===== config.mk =====
export PLATFORM = sky130hd
export DESIGN_NAME = alu_arbiter_flat
export DESIGN_NICKNAME = d
export VERILOG_FILES = /design/src/rtl/alu_arbiter_if.sv /design/src/rtl/alu_arbiter.sv /design/src/flat_wrapper.sv
export SDC_FILE = /design/constraint.sdc
export NUM_CORES = 1
export LEC_CHECK = 0
export BUFFER_PORTS_ARGS = -buffer_cell sky130_fd_sc_hd__buf_2
export CORE_MARGIN = 8
export CORE_UTILIZATION = 44
export DETAILED_ROUTE_END_ITERATION = 10
export PLACE_DENSITY_LB_ADDON = 0.25
export SETUP_SLACK_MARGIN = 0.2
export SLEW_MARGIN = 10
export SYNTH_ARGS = -nofsm -noshare
export SYNTH_HDL_FRONTEND = slang
export SYNTH_SLANG_ARGS = --single-unit

===== constraint.sdc =====
create_clock -name clk -period 3.9 [get_ports clk]
set_input_delay 0.585 -clock clk [delete_from_list [all_inputs] [get_ports clk]]
set_output_delay 0.585 -clock clk [all_outputs]
set_load 0.01 [all_outputs]

===== src/rtl/alu_arbiter_if.sv =====
// Request/response bundle between NUM_REQ requesters and the shared-ALU arbiter.
// master = requester side, slave = arbiter side.
interface alu_arbiter_if #(
  parameter int NUM_REQ = 4,
  parameter int WIDTH   = 8,
  parameter int SEL_W   = 4
);
  logic [NUM_REQ-1:0]       req_valid;
  logic [NUM_REQ-1:0]       req_ready;
  logic [NUM_REQ*WIDTH-1:0] req_a;
  logic [NUM_REQ*WIDTH-1:0] req_b;
  logic [NUM_REQ*SEL_W-1:0] req_sel;
  logic [NUM_REQ-1:0]       rsp_valid;
  logic [NUM_REQ-1:0]       rsp_ready;
  logic [WIDTH-1:0]         rsp_data;
  logic                     rsp_carry;

  modport master (
    output req_valid, req_a, req_b, req_sel, rsp_ready,
    input  req_ready, rsp_valid, rsp_data, rsp_carry
  );

  modport slave (
    input  req_valid, req_a, req_b, req_sel, rsp_ready,
    output req_ready, rsp_valid, rsp_data, rsp_carry
  );
endinterface


===== src/rtl/alu_arbiter.sv =====
// Round-robin arbiter sharing one combinational ALU among NUM_REQ requesters.
// One operation at a time: IDLE (grant) -> EXEC (ALU settles) -> RESP (handshake).
// Optional macro ALU_ARB_PRIO_EN: requester 0 always wins when valid and does not
// advance the round-robin pointer; other requesters stay round-robin.
module alu_arbiter #(
  parameter int NUM_REQ = 4,
  parameter int WIDTH   = 8,
  parameter int SEL_W   = 4
) (
  input  logic             clk,
  input  logic             rst_n,
  alu_arbiter_if.slave     bus,
  output logic [WIDTH-1:0] alu_a,
  output logic [WIDTH-1:0] alu_b,
  output logic [SEL_W-1:0] alu_sel,
  input  logic [WIDTH-1:0] alu_out,
  input  logic             alu_carry,
  output logic             busy
);

  localparam int PTR_W = (NUM_REQ > 1) ? $clog2(NUM_REQ) : 1;

  typedef enum logic [1:0] {
    IDLE = 2'd0,
    EXEC = 2'd1,
    RESP = 2'd2
  } state_t;

  state_t             state;
  state_t             state_nxt;
  logic [PTR_W-1:0]   rr_ptr;
  logic [PTR_W-1:0]   owner;
  logic [PTR_W-1:0]   win;
  logic [PTR_W-1:0]   ptr_nxt;
  logic               ptr_adv;
  logic               any_req;
  logic               grant;
  logic [WIDTH-1:0]   pick_a;
  logic [WIDTH-1:0]   pick_b;
  logic [SEL_W-1:0]   pick_sel;
  logic [WIDTH-1:0]   cap_data;
  logic               cap_carry;

  // First valid requester at or after ptr, wrapping at NUM_REQ-1.
  // Scanning from the far end lets the nearest hit overwrite earlier ones.
  function automatic logic [PTR_W-1:0] rr_pick(input logic [NUM_REQ-1:0] vld,
                                               input logic [PTR_W-1:0]   ptr);
    logic [PTR_W-1:0] pick;
    int               idx;
    pick = ptr;
    for (int k = NUM_REQ - 1; k >= 0; k--) begin
      idx = int'(ptr) + k;
      if (idx >= NUM_REQ) begin
        idx = idx - NUM_REQ;
      end else begin
        idx = idx;
      end
      if (vld[PTR_W'(idx)]) begin
        pick = PTR_W'(idx);
      end else begin
        pick = pick;
      end
    end
    return pick;
  endfunction

  assign any_req = |bus.req_valid;
  assign grant   = (state == IDLE) && any_req;

  // Winner selection and whether this grant moves the round-robin pointer.
  always_comb begin
    win     = rr_pick(bus.req_valid, rr_ptr);
    ptr_adv = 1'b1;
`ifdef ALU_ARB_PRIO_EN
    if (bus.req_valid[0]) begin
      win     = {PTR_W{1'b0}};
      ptr_adv = 1'b0;
    end else begin
      win     = rr_pick(bus.req_valid, rr_ptr);
      ptr_adv = 1'b1;
    end
`endif
    ptr_nxt = (win == PTR_W'(NUM_REQ - 1)) ? {PTR_W{1'b0}} : (win + PTR_W'(1));
  end

  // Operand mux: route the winner's packed operands toward the ALU registers.
  always_comb begin
    pick_a   = {WIDTH{1'b0}};
    pick_b   = {WIDTH{1'b0}};
    pick_sel = {SEL_W{1'b0}};
    for (int i = 0; i < NUM_REQ; i++) begin
      pick_a   = pick_a   | ({WIDTH{win == PTR_W'(i)}} & bus.req_a[i*WIDTH +: WIDTH]);
      pick_b   = pick_b   | ({WIDTH{win == PTR_W'(i)}} & bus.req_b[i*WIDTH +: WIDTH]);
      pick_sel = pick_sel | ({SEL_W{win == PTR_W'(i)}} & bus.req_sel[i*SEL_W +: SEL_W]);
    end
  end

  // State register.
  always_ff @(posedge clk or negedge rst_n) begin
    if (!rst_n) begin
      state <= IDLE;
    end else begin
      state <= state_nxt;
    end
  end

  // Next-state logic; EXEC always lasts exactly one cycle.
  always_comb begin
    state_nxt = state;
    case (state)
      IDLE: begin
        if (any_req) begin
          state_nxt = EXEC;
        end else begin
          state_nxt = IDLE;
        end
      end
      EXEC: state_nxt = RESP;
      RESP: begin
        if (bus.rsp_ready[owner]) begin
          state_nxt = IDLE;
        end else begin
          state_nxt = RESP;
        end
      end
      default: state_nxt = IDLE;
    endcase
  end

  // Output decode; req_ready is forced low while reset is asserted so every
  // output reads 0 during reset even with requests pending.
  always_comb begin
    bus.req_ready = {NUM_REQ{1'b0}};
    bus.rsp_valid = {NUM_REQ{1'b0}};
    busy          = 1'b0;
    case (state)
      IDLE: begin
        if (grant && rst_n) begin
          bus.req_ready = {{(NUM_REQ-1){1'b0}}, 1'b1} << win;
        end else begin
          bus.req_ready = {NUM_REQ{1'b0}};
        end
      end
      EXEC: busy = 1'b1;
      RESP: begin
        busy          = 1'b1;
        bus.rsp_valid = {{(NUM_REQ-1){1'b0}}, 1'b1} << owner;
      end
      default: busy = 1'b0;
    endcase
  end

  // Datapath: latch operands on grant, capture ALU result at the end of EXEC.
  always_ff @(posedge clk or negedge rst_n) begin
    if (!rst_n) begin
      alu_a     <= {WIDTH{1'b0}};
      alu_b     <= {WIDTH{1'b0}};
      alu_sel   <= {SEL_W{1'b0}};
      owner     <= {PTR_W{1'b0}};
      rr_ptr    <= {PTR_W{1'b0}};
      cap_data  <= {WIDTH{1'b0}};
      cap_carry <= 1'b0;
    end else begin
      if (grant) begin
        alu_a   <= pick_a;
        alu_b   <= pick_b;
        alu_sel <= pick_sel;
        owner   <= win;
        if (ptr_adv) begin
          rr_ptr <= ptr_nxt;
        end
      end
      if (state == EXEC) begin
        cap_data  <= alu_out;
        cap_carry <= alu_carry;
      end
    end
  end

  assign bus.rsp_data  = cap_data;
  assign bus.rsp_carry = cap_carry;

endmodule


===== src/flat_wrapper.sv =====
// flat-port wrapper written by rule: the top's interface ports become plain ports
module alu_arbiter_flat 
#(
  parameter int NUM_REQ = 4,
  parameter int WIDTH   = 8,
  parameter int SEL_W   = 4
)
  (clk, rst_n, alu_a, alu_b, alu_sel, alu_out, alu_carry, busy, bus_req_valid, bus_req_a, bus_req_b, bus_req_sel, bus_rsp_ready, bus_req_ready, bus_rsp_valid, bus_rsp_data, bus_rsp_carry);
  alu_arbiter_if #(.NUM_REQ(NUM_REQ), .WIDTH(WIDTH), .SEL_W(SEL_W)) bus_i ();
  input  logic clk;
  input  logic rst_n;
  output logic [WIDTH-1:0] alu_a;
  output logic [WIDTH-1:0] alu_b;
  output logic [SEL_W-1:0] alu_sel;
  input  logic [WIDTH-1:0] alu_out;
  input  logic alu_carry;
  output logic busy;
  input wire logic [$bits(bus_i.req_valid)-1:0] bus_req_valid;
  input wire logic [$bits(bus_i.req_a)-1:0] bus_req_a;
  input wire logic [$bits(bus_i.req_b)-1:0] bus_req_b;
  input wire logic [$bits(bus_i.req_sel)-1:0] bus_req_sel;
  input wire logic [$bits(bus_i.rsp_ready)-1:0] bus_rsp_ready;
  output wire logic [$bits(bus_i.req_ready)-1:0] bus_req_ready;
  output wire logic [$bits(bus_i.rsp_valid)-1:0] bus_rsp_valid;
  output wire logic [$bits(bus_i.rsp_data)-1:0] bus_rsp_data;
  output wire logic [$bits(bus_i.rsp_carry)-1:0] bus_rsp_carry;
  assign bus_i.req_valid = bus_req_valid;
  assign bus_i.req_a = bus_req_a;
  assign bus_i.req_b = bus_req_b;
  assign bus_i.req_sel = bus_req_sel;
  assign bus_i.rsp_ready = bus_rsp_ready;
  assign bus_req_ready = bus_i.req_ready;
  assign bus_rsp_valid = bus_i.rsp_valid;
  assign bus_rsp_data = bus_i.rsp_data;
  assign bus_rsp_carry = bus_i.rsp_carry;
  alu_arbiter #(.NUM_REQ(NUM_REQ), .WIDTH(WIDTH), .SEL_W(SEL_W)) u_core (.clk(clk), .rst_n(rst_n), .bus(bus_i), .alu_a(alu_a), .alu_b(alu_b), .alu_sel(alu_sel), .alu_out(alu_out), .alu_carry(alu_carry), .busy(busy));
endmodule

==> run_results.csv <==
group,metric,value,unit
status,status,"finished, final reports clean",
pwr,peakVddDrop,306,uV
global_routing,grt_overflow,0,
timing,drv_slew,0,
synthesis,seq_area_frac_synth,0.454,
detailed_routing,via_per_inst,5.50,
layout,layout-drive-gt1-share,0.486,
pwr,p_leak,1.35,nW
synthesis,ys_ff_latch,35,
pwr,seqPwrFrac,0.335,
detailed_routing,final_antenna_net_count,0,
detailed_routing,totalWireLength,6470,um
setup_path,required,3.31,ns
pwr,netSwitchingFraction,0.426,
clocking,clk_path_buf_depth,2,
job,max_cap_violations,0,
pwr,combPwrFrac,0.547,
layout,antenna_cells,0,
synthesis,yosys_warnings,0,
timing,finClkSkew,0.00418,ns
detailed_routing,wire_per_inst,17.3,um
place,hpwl,5130,um
setup_path,worstPathMaxFanout,21,
detailed_routing,vias,2051,
floorplan,fp.dieH,82.2,um
timing,fmax,327,MHz
floorplan,die_area,0.00676,mm2
setup_path,cp-end-kind,"primary output",
pwr,report.power.total,2.02,mW
clocking,post_cts_resized,0,
floorplan,core_area,0.00429,mm2
floorplan,start_util,0.449,
synthesis,mappedNetlistNets,297,
synthesis,ys_top_cells_by_area,"dfrtp_1 45%, a22oi_1 16%, a31oi_1 6.8%, mux2_2 5.3%, ha_1 5.2%",
detailed_routing,drc,0,
timing,setup_viol,0,
timing,period_share,0.784,
timing,fin_crit,3.06,ns
clocking,clock-sinks,35,
synthesis,synthArstFlopShare,1.00,
setup_path,worst-endpoint-arrival,2.47,ns
min_path,holdCritPathClass,"in2async",
place,pre_cts_ws,0.850,ns
floorplan,ios,137,
timing,setup_ws,0.842,ns
synthesis,synth.largest_area_cell,"dfrtp_1",
global_routing,antenna_found_initial,0,
timing,fin_hold_ws,0.132,ns
pwr,power.density,748,mW/mm2
clocking,cts_root_buf,"clkbuf_8",
place,routabilityCongestion,0.815,
synthesis,syn_area,0.00193,mm2
clocking,worstSkewPairLatency,0.29,ns
global_routing,grt_pass1_wl,9860,um
synthesis,synth_edf_count,0,
global_routing,track_usage,0.188,
pwr,p_clk_frac,0.118,
timing,tightest_slew,0.795,ns
synthesis,synthFlopType,"dfrtp_1",
detailed_routing,dr.pass1.iters,4,
setup_path,cp-start-kind,"input port",
timing,rsz0062_at_grt,"no",
floorplan,die_w,82.2,um
synthesis,synth_top_cell_area_share,0.454,
layout,final_cell_mix,"136 x buf_2, 40 x a22oi_1, 35 x dfrtp_1, 25 x nor2_1, 21 x a31oi_1",
setup_path,critPathKind,"in2out",
global_routing,grt_pass1_vias,2179,
timing,tns,0,ns
synthesis,synthCells,190,
timing,hold_viol,0,
layout,syn_to_final_growth,40.1,%
clocking,post_cts_buffers,0,
global_routing,grt_max_degree,48,
pwr,p_int,1.16,mW
layout,final_common_cell,"buf_2",
synthesis,synth.distinct_cells,30,
synthesis,syn_avg_cell_area,10.1,um2
clocking,cts_tree,"done",
place,port_buffers,136,
timing,maxSlewHeadroom,0.470,
clocking,htreeDepth,2,
clocking,path_clk_slew,0.06,ns
layout,fin_nets,429,
floorplan,rows,24,
detailed_routing,drtIter0Drc,95,
clocking,numCtsBuffers,5,
clocking,ctsHoldBuffers,0,
pwr,p_sw,0.861,mW
-- power groups by stage --
stage / Clock [mW] / Sequential, mW / Combinational, mW
2_1_floorplan: 0 / 0.740 / 0.676
3_3_place_gp: 0 / 0.668 / 1.11
3_5_place_dp: 0 / 0.683 / 1.12
4_1_cts: 0.245 / 0.680 / 1.12
5_1_grt: 0.258 / 0.705 / 1.24
6_report: 0.238 / 0.677 / 1.11
-- final cells by class --
cell class / count / area (um2)
Clock buffer: 6 / 72.6
Fill cell: 377 / 1590
Inverter: 3 / 11.3
Multi-Input combinational cell: 138 / 973
Sequential cell: 35 / 876
Tap cell: 52 / 65.1
Timing Repair Buffer: 139 / 703
-- final timing paths --
| check | startpoint | end | slack (ns) | cells past startpoint |
|---|---|---|---|---|
| worst max-delay path | bus_req_valid[3] | bus_req_ready[0] | 0.84 | 7 |
| worst min-delay path | rst_n | u_core.alu_b[6] | 0.13 | 1 |
| worst max register to register | u_core.rr_ptr[1] | u_core.alu_a[7] | 1.65 | 6 |
| worst min register to register | u_core.bus.rsp_data[4] | u_core.bus.rsp_data[4] | 0.50 | 1 |
| max in group asynchronous | rst_n | u_core.bus.rsp_data[4] | 3.14 | 2 |
| min in group clk | u_core.bus.rsp_data[4] | u_core.bus.rsp_data[4] | 0.50 | 1 |
-- cell usage after synthesis (3+ instances only) --
cell type / count
a22oi_1: 40
a31oi_1: 21
and3_1: 5
clkbuf_1: 10
dfrtp_1: 35
ha_1: 8
inv_1: 3
mux2_2: 9
nand2_1: 8
nand2b_1: 3
nor2_1: 25
-- registers in the layout, summed over array words and instances, names as in the netlist --
name	cells
u_core.bus.rsp_data	8
u_core.alu_sel	4
u_core.alu_a	8
u_core.owner	2
u_core.bus.rsp_carry	1
u_core.state	2
u_core.alu_b	8
u_core.rr_ptr	2
-- kinds of logic after synthesis --
logic type | Yosys count | synth area share
AOI/OAI and AO/OA | 69 | 0.263
and+or+nand+nor | 51 | 0.125
DFF | 35 | 0.454
buffers and inverters | 17 | 0.0415
muxes | 10 | 0.0642
adders and majority gates | 8 | 0.0519
-- per-layer routing --
metal | GRT usage | vias up | routed length, um
met3 | 0.0790 | 10 | 812
li1 | - | 993 | -
met4 | 0.0754 | 0 | 89
met1 | 0.216 | 939 | 2540
met5 | 0 | - | 0
met2 | 0.303 | 109 | 3030
-- per-stage QoR --
stage	utilization	cells	instance area [um2]
floorplan	-	190	1930
global placement	0.612	367	2630
detailed placement	0.612	367	2630
CTS	0.629	373	2700
global route	0.629	373	2700
finish	0.629	373	2700
-- worst max-delay path, cell delays in order --
cell     delay, ns
buf_2         0.14
or3_1         0.37
nand4_1       0.14
and2_1        0.17
ha_1          0.67
and3_1        0.26
buf_2         0.13
Note: power is estimated with default switching activity, not from simulation.
